$ cat src/rtl/vga_timing_gen.sv
// VGA raster timing generator. Free-running h/v counters advanced on the pixel
// tick, combinational position/request outputs, and a timing delay line that
// re-aligns sync and data enable with RGB returned by a pipelined pixel source.
module vga_timing_gen #(
    parameter int H_ACTIVE = 640,
    parameter int H_FP     = 16,
    parameter int H_SYNC   = 96,
    parameter int H_BP     = 48,
    parameter int V_ACTIVE = 480,
    parameter int V_FP     = 10,
    parameter int V_SYNC   = 2,
    parameter int V_BP     = 33,
    parameter bit HS_POL   = 1'b0,
    parameter bit VS_POL   = 1'b0,
    parameter int PIPE_LAT = 1,
    parameter int CNT_W    = 10,
    parameter int COLOR_W  = 4
) (
    input  logic               clk_i,
    input  logic               reset_ni,
    input  logic               en_i,
    input  logic [COLOR_W-1:0] red_i,
    input  logic [COLOR_W-1:0] green_i,
    input  logic [COLOR_W-1:0] blue_i,
    output logic               req_o,
    output logic [CNT_W-1:0]   x_o,
    output logic [CNT_W-1:0]   y_o,
    output logic               line_start_o,
    output logic               frame_start_o,
    output logic [COLOR_W-1:0] red_o,
    output logic [COLOR_W-1:0] green_o,
    output logic [COLOR_W-1:0] blue_o,
    output logic               hsync_o,
    output logic               vsync_o,
    output logic               de_o
);

    localparam int H_TOTAL = H_ACTIVE + H_FP + H_SYNC + H_BP;
    localparam int V_TOTAL = V_ACTIVE + V_FP + V_SYNC + V_BP;

    // Sync bounds carry one extra bit so an end bound equal to 2**CNT_W still compares correctly.
    localparam logic [CNT_W-1:0] H_LAST   = CNT_W'(H_TOTAL - 1);
    localparam logic [CNT_W-1:0] V_LAST   = CNT_W'(V_TOTAL - 1);
    localparam logic [CNT_W-1:0] H_ACT_C  = CNT_W'(H_ACTIVE);
    localparam logic [CNT_W-1:0] V_ACT_C  = CNT_W'(V_ACTIVE);
    localparam logic [CNT_W:0]   HS_BEG   = (CNT_W+1)'(H_ACTIVE + H_FP);
    localparam logic [CNT_W:0]   HS_END   = (CNT_W+1)'(H_ACTIVE + H_FP + H_SYNC);
    localparam logic [CNT_W:0]   VS_BEG   = (CNT_W+1)'(V_ACTIVE + V_FP);
    localparam logic [CNT_W:0]   VS_END   = (CNT_W+1)'(V_ACTIVE + V_FP + V_SYNC);

    // Timing flags carried down the delay line; all-zero is the blanking state.
    typedef struct packed {
        logic de;
        logic hs;
        logic vs;
    } timing_t;

    // Illegal parameter sets stop elaboration.
    if (H_TOTAL > (1 << CNT_W) || V_TOTAL > (1 << CNT_W)) begin : g_err_width
        $error("vga_timing_gen: CNT_W too small for H_TOTAL/V_TOTAL");
    end
    if (H_SYNC < 1 || V_SYNC < 1) begin : g_err_sync
        $error("vga_timing_gen: sync widths must be non-zero");
    end
    if (PIPE_LAT < 0 || PIPE_LAT > 7) begin : g_err_lat
        $error("vga_timing_gen: PIPE_LAT must be 0..7");
    end

    logic [CNT_W-1:0] r_h;
    logic [CNT_W-1:0] r_v;
    timing_t          w_raw;
    timing_t          w_del;
    logic             r_de;
    logic             r_hs;
    logic             r_vs;
    logic [COLOR_W-1:0] r_red;
    logic [COLOR_W-1:0] r_green;
    logic [COLOR_W-1:0] r_blue;

    // Raster counters: h wraps every H_TOTAL ticks, v advances on each h wrap.
    always_ff @(posedge clk_i or negedge reset_ni) begin
        // NOTE: sequential state uses non-blocking assignments so every register samples pre-edge values.
        if (!reset_ni) begin
            r_h <= '0;
            r_v <= '0;
        end else if (en_i) begin
            if (r_h == H_LAST) begin
                r_h <= '0;
                r_v <= (r_v == V_LAST) ? '0 : r_v + CNT_W'(1);
            end else begin
                r_h <= r_h + CNT_W'(1);
            end
        end
    end

    assign x_o           = r_h;
    assign y_o           = r_v;
    assign req_o         = (r_h < H_ACT_C) && (r_v < V_ACT_C);
    assign line_start_o  = en_i && (r_h == '0);
    assign frame_start_o = en_i && (r_h == '0) && (r_v == '0);

    assign w_raw.de = req_o;
    assign w_raw.hs = ({1'b0, r_h} >= HS_BEG) && ({1'b0, r_h} < HS_END);
    assign w_raw.vs = ({1'b0, r_v} >= VS_BEG) && ({1'b0, r_v} < VS_END);

    if (PIPE_LAT > 0) begin : g_pipe
        timing_t r_pipe [PIPE_LAT];

        // Delay line matching the pixel source latency, advanced on the pixel tick.
        always_ff @(posedge clk_i or negedge reset_ni) begin
            // NOTE: this small delay line is reset on purpose so no stale sync/de leaks out after reset.
            if (!reset_ni) begin
                for (int i = 0; i < PIPE_LAT; i++) begin
                    r_pipe[i] <= '0;
                end
            end else if (en_i) begin
                r_pipe[0] <= w_raw;
                for (int i = 1; i < PIPE_LAT; i++) begin
                    r_pipe[i] <= r_pipe[i-1];
                end
            end
        end

        assign w_del = r_pipe[PIPE_LAT-1];
    end else begin : g_no_pipe
        assign w_del = w_raw;
    end

    // Output register: applies sync polarity and captures RGB only inside the active area.
    always_ff @(posedge clk_i or negedge reset_ni) begin
        if (!reset_ni) begin
            r_de    <= 1'b0;
            r_hs    <= ~HS_POL;
            r_vs    <= ~VS_POL;
            r_red   <= '0;
            r_green <= '0;
            r_blue  <= '0;
        end else if (en_i) begin
            r_de    <= w_del.de;
            r_hs    <= w_del.hs ? HS_POL : ~HS_POL;
            r_vs    <= w_del.vs ? VS_POL : ~VS_POL;
            r_red   <= w_del.de ? red_i   : '0;
            r_green <= w_del.de ? green_i : '0;
            r_blue  <= w_del.de ? blue_i  : '0;
        end
    end

    assign de_o    = r_de;
    assign hsync_o = r_hs;
    assign vsync_o = r_vs;
    assign red_o   = r_red;
    assign green_o = r_green;
    assign blue_o  = r_blue;

endmodule

$ cat config.mk
export PLATFORM = sky130hd
export DESIGN_NAME = vga_timing_gen
export DESIGN_NICKNAME = d
export VERILOG_FILES = /design/src/rtl/vga_timing_gen.sv
export SDC_FILE = /design/constraint.sdc
export NUM_CORES = 1
export LEC_CHECK = 0
export CAP_MARGIN = 10
export CORE_ASPECT_RATIO = 0.8
export CORE_MARGIN = 2
export CORE_UTILIZATION = 30
export CTS_CLUSTER_SIZE = 40
export DETAILED_ROUTE_END_ITERATION = 6
export HOLD_SLACK_MARGIN = 0.05
export PLACE_DENSITY = 0.66
export SLEW_MARGIN = 20
export SYNTH_ARGS = -nofsm -noshare
export SYNTH_HDL_FRONTEND = slang
export SYNTH_SLANG_ARGS = --single-unit
$ cat constraint.sdc
create_clock -name clk_i -period 3.4 [get_ports clk_i]
set_clock_uncertainty 0.1 [all_clocks]
set_input_delay 0.68 -clock clk_i [delete_from_list [all_inputs] [get_ports clk_i]]
set_output_delay 0.68 -clock clk_i [all_outputs]
set_load 0.05 [all_outputs]
==> metrics.yaml <==
crit_chain: "or2_2, nand2_1, and3_1, clkdlybuf4s50_1"
die_x_um: 92.0
fin_crit_ns: 2.99
synth.avg_cell_area_um2: 9.93
final_max_slew_viol_count: 0
ir_worst_vdd_v: 0.000489
cap_violations: 0
rows: 25
core_region_area_um2: 5940
die-area_um2: 6840
grt_max_degree: 42
layout.nets: 260
status: "finished, final reports clean"
cts_sinks: 38
synthAdderAreaFrac_pct: 2.70
initial_core_util_pct: 31.2
post_cts_buffers: 0
die_y_um: 74.4
antenna_left: 0
min_path_cells: 1
grt_pass1_vias: 1428
synth_warnings: 0
reg2reg_depth: 5
drc: 0
worst_pin_slew_ns: 0.858
setup_viol: 0
synth_area_um2: 1860
drive_above_1_share_pct: 11.6
r2r_slack_ns: 1.47
setup_tns_ns: 0
fmax_ghz: 0.335
hold_path_class: "reg -> reg"
max_slew_margin_pct: 42.8
grt_pass1_wl_um: 7090
timing.rr.end: "y_o[9]"
worst_ep_arrival_time_ns: 2.21
r2r_start: "x_o[1]"
synth_cells: 187
cts_tree: "done"
end_kind: "output port"
htreeDepth: 2
synth_ff_type: "dfrtp_1"
synth.area.top_cells: "dfrtp_1 49%, nand3_1 5.7%, o21ai_0 5.1%"
hold_buffers: 0
muxShareOfSynthArea_pct: 4.04
numCtsBuffers: 5
routed_wl_um: 4380
synth_top_family_by_area: "simple AND/OR/NAND/NOR gates"
synth-edff-count: 0
grt_setup_unrepaired: "no"
ys_async_sr_fraction_pct: 100
syn_to_final_growth_pct: 39.9
fillers: 604
yosysTopAreaCell: "dfrtp_1"
setup.worst_path.start: "x_o[7]"
wire_per_inst_um: 13.6
clk_latency_ns: 0.29
path_class: "reg -> out"
p_leak_uw: 0.00112
port_buffers: 52
ys_types: 35
synth_seq_cells: 38
fin_crit_sh_pct: 87.8
startpoint_type: "flip-flop"
synth_compound_area_share_pct: 8.49
required_ns: 2.62
cts_resized: 0
synth_top_area_share_pct: 48.5
cpMaxStageDelayCell: "clkdlybuf4s50_1"
vias: 1553
firstDrtPassIters: 4
crit_path_max_incr_delay_ns: 0.82
cts_buffer_depth: 2
seq_area_frac_synth_pct: 51.3
vias_per_cell: 4.81
path_max_fanout: 7
gp_congestion: 0.871
antenna_found_initial: 0
clkSlewWorstSetupHoldPaths_ns: 0.07
dp_slack_ns: 0.503
synthSimpleGateAreaFrac_pct: 23.0
diodes: 0
min_from: "g_pipe.r_pipe[0]"
power_density_nw_per_um2: 481
grt_util_all_layers_pct: 13.1
drt_iter0_drc: 34
dp_hpwl_um: 3070
io_pins: 53
finalHoldViolCount: 0
setup_ws_ns: 0.413
grt_overflow: 0
syn_nets: 206
min_to: "vsync_o"
root_buffer: "clkbuf_8"
synth_xor_area_share_pct: 4.72
-- worst max path at each step --
stage                          to  slack, ns
global placement    frame_start_o       0.53
detailed placement  frame_start_o       0.50
finish                      req_o       0.41
global route        frame_start_o       0.30
floorplan           frame_start_o       0.05
CTS                         req_o       0.40
-- through the flow --
step / util (%) / hold WS [ns] / cells / instance area (um^2) / power, uW
after detailed placement: 41.9 / 0.313 / 315 / 2490 / 887
final: 43.7 / 0.320 / 323 / 2600 / 1250
after CTS: 43.7 / 0.321 / 323 / 2600 / 1270
after floorplan: - / 0.284 / 187 / 1870 / 749
after global routing: 43.7 / 0.345 / 323 / 2600 / 1320
after global placement: 41.9 / 0.301 / 315 / 2490 / 883
-- registers in the layout, summed over array words and instances (netlist names) --
name and cells:
red_o 4, de_o 1, blue_o 4, g_pipe.r_pipe 3, vsync_o 1, y_o 10, hsync_o 1, green_o 4
x_o 10
-- cells in the final DEF, fill, tap and decap left out, types with 5 or more instances in the layout --
master	instances
clkdlybuf4s50_1	49
dfrtp_1	36
inv_1	21
nand3_1	21
o21ai_0	19
nand2_1	12
nand4_1	6
nor2_1	6
xor2_1	6
clkbuf_8	5
-- worst max-delay path, delay by kind of cell (launching register included) --
| kind | cells | cell delay [ns] |
|---|---|---|
| simple gates | 3 | 0.65 |
| buf+inv | 1 | 0.82 |
| flops | 1 | 0.45 |
-- synth_stat cells (2+ instances only) --
master / count
xor2_1: 6
a21o_1: 2
dfrtp_1: 36
mux2_2: 4
and4_1: 2
nand3_1: 21
ha_1: 4
inv_1: 21
or2_2: 4
clkbuf_1: 7
o21ai_0: 19
and3_1: 3
mux2i_1: 3
nor4_1: 3
xnor2_1: 4
and3_2: 2
a21oi_1: 2
nand2_1: 12
nand4_1: 6
nor3_1: 4
or4b_1: 2
dfstp_2: 2
nor2_1: 6
-- power breakdown --
part | switching (uW) | internal (uW)
logic | 220 | 122
registers | 53.4 | 482
clock network | 153 | 220
total | 426 | 824
-- final cells by class --
type | count | area [um^2] | area share, %
clock buffers | 7 | 76.3 | 2.94
clock inverters | 1 | 30.0 | 1.16
multi-input cells | 121 | 807 | 31.1
flip-flops and latches | 38 | 953 | 36.7
inverters | 21 | 78.8 | 3.03
well taps | 81 | 101 | 3.90
repair buffers | 54 | 551 | 21.2
-- kinds of logic after synthesis --
family	count (synthesis)
adder cells (fa/ha/maj)	4
AND/OR/NAND/NOR	72
XOR/XNOR	10
AO/OA/AOI/OAI	28
flip-flops	38
multiplexers	7
buffers and inverters	28
-- routing by layer --
| metal | wire length, um | global-route usage, % | vias up |
|---|---|---|---|
| li1 | - | - | 752 |
| met1 | 2150 | 19.1 | 757 |
| met2 | 1950 | 18.7 | 39 |
| met3 | 247 | 4.05 | 5 |
| met4 | 38 | 3.98 | 0 |
| met5 | 0 | 0 | - |
No activity file was read; power rests on OpenSTA's default activity.
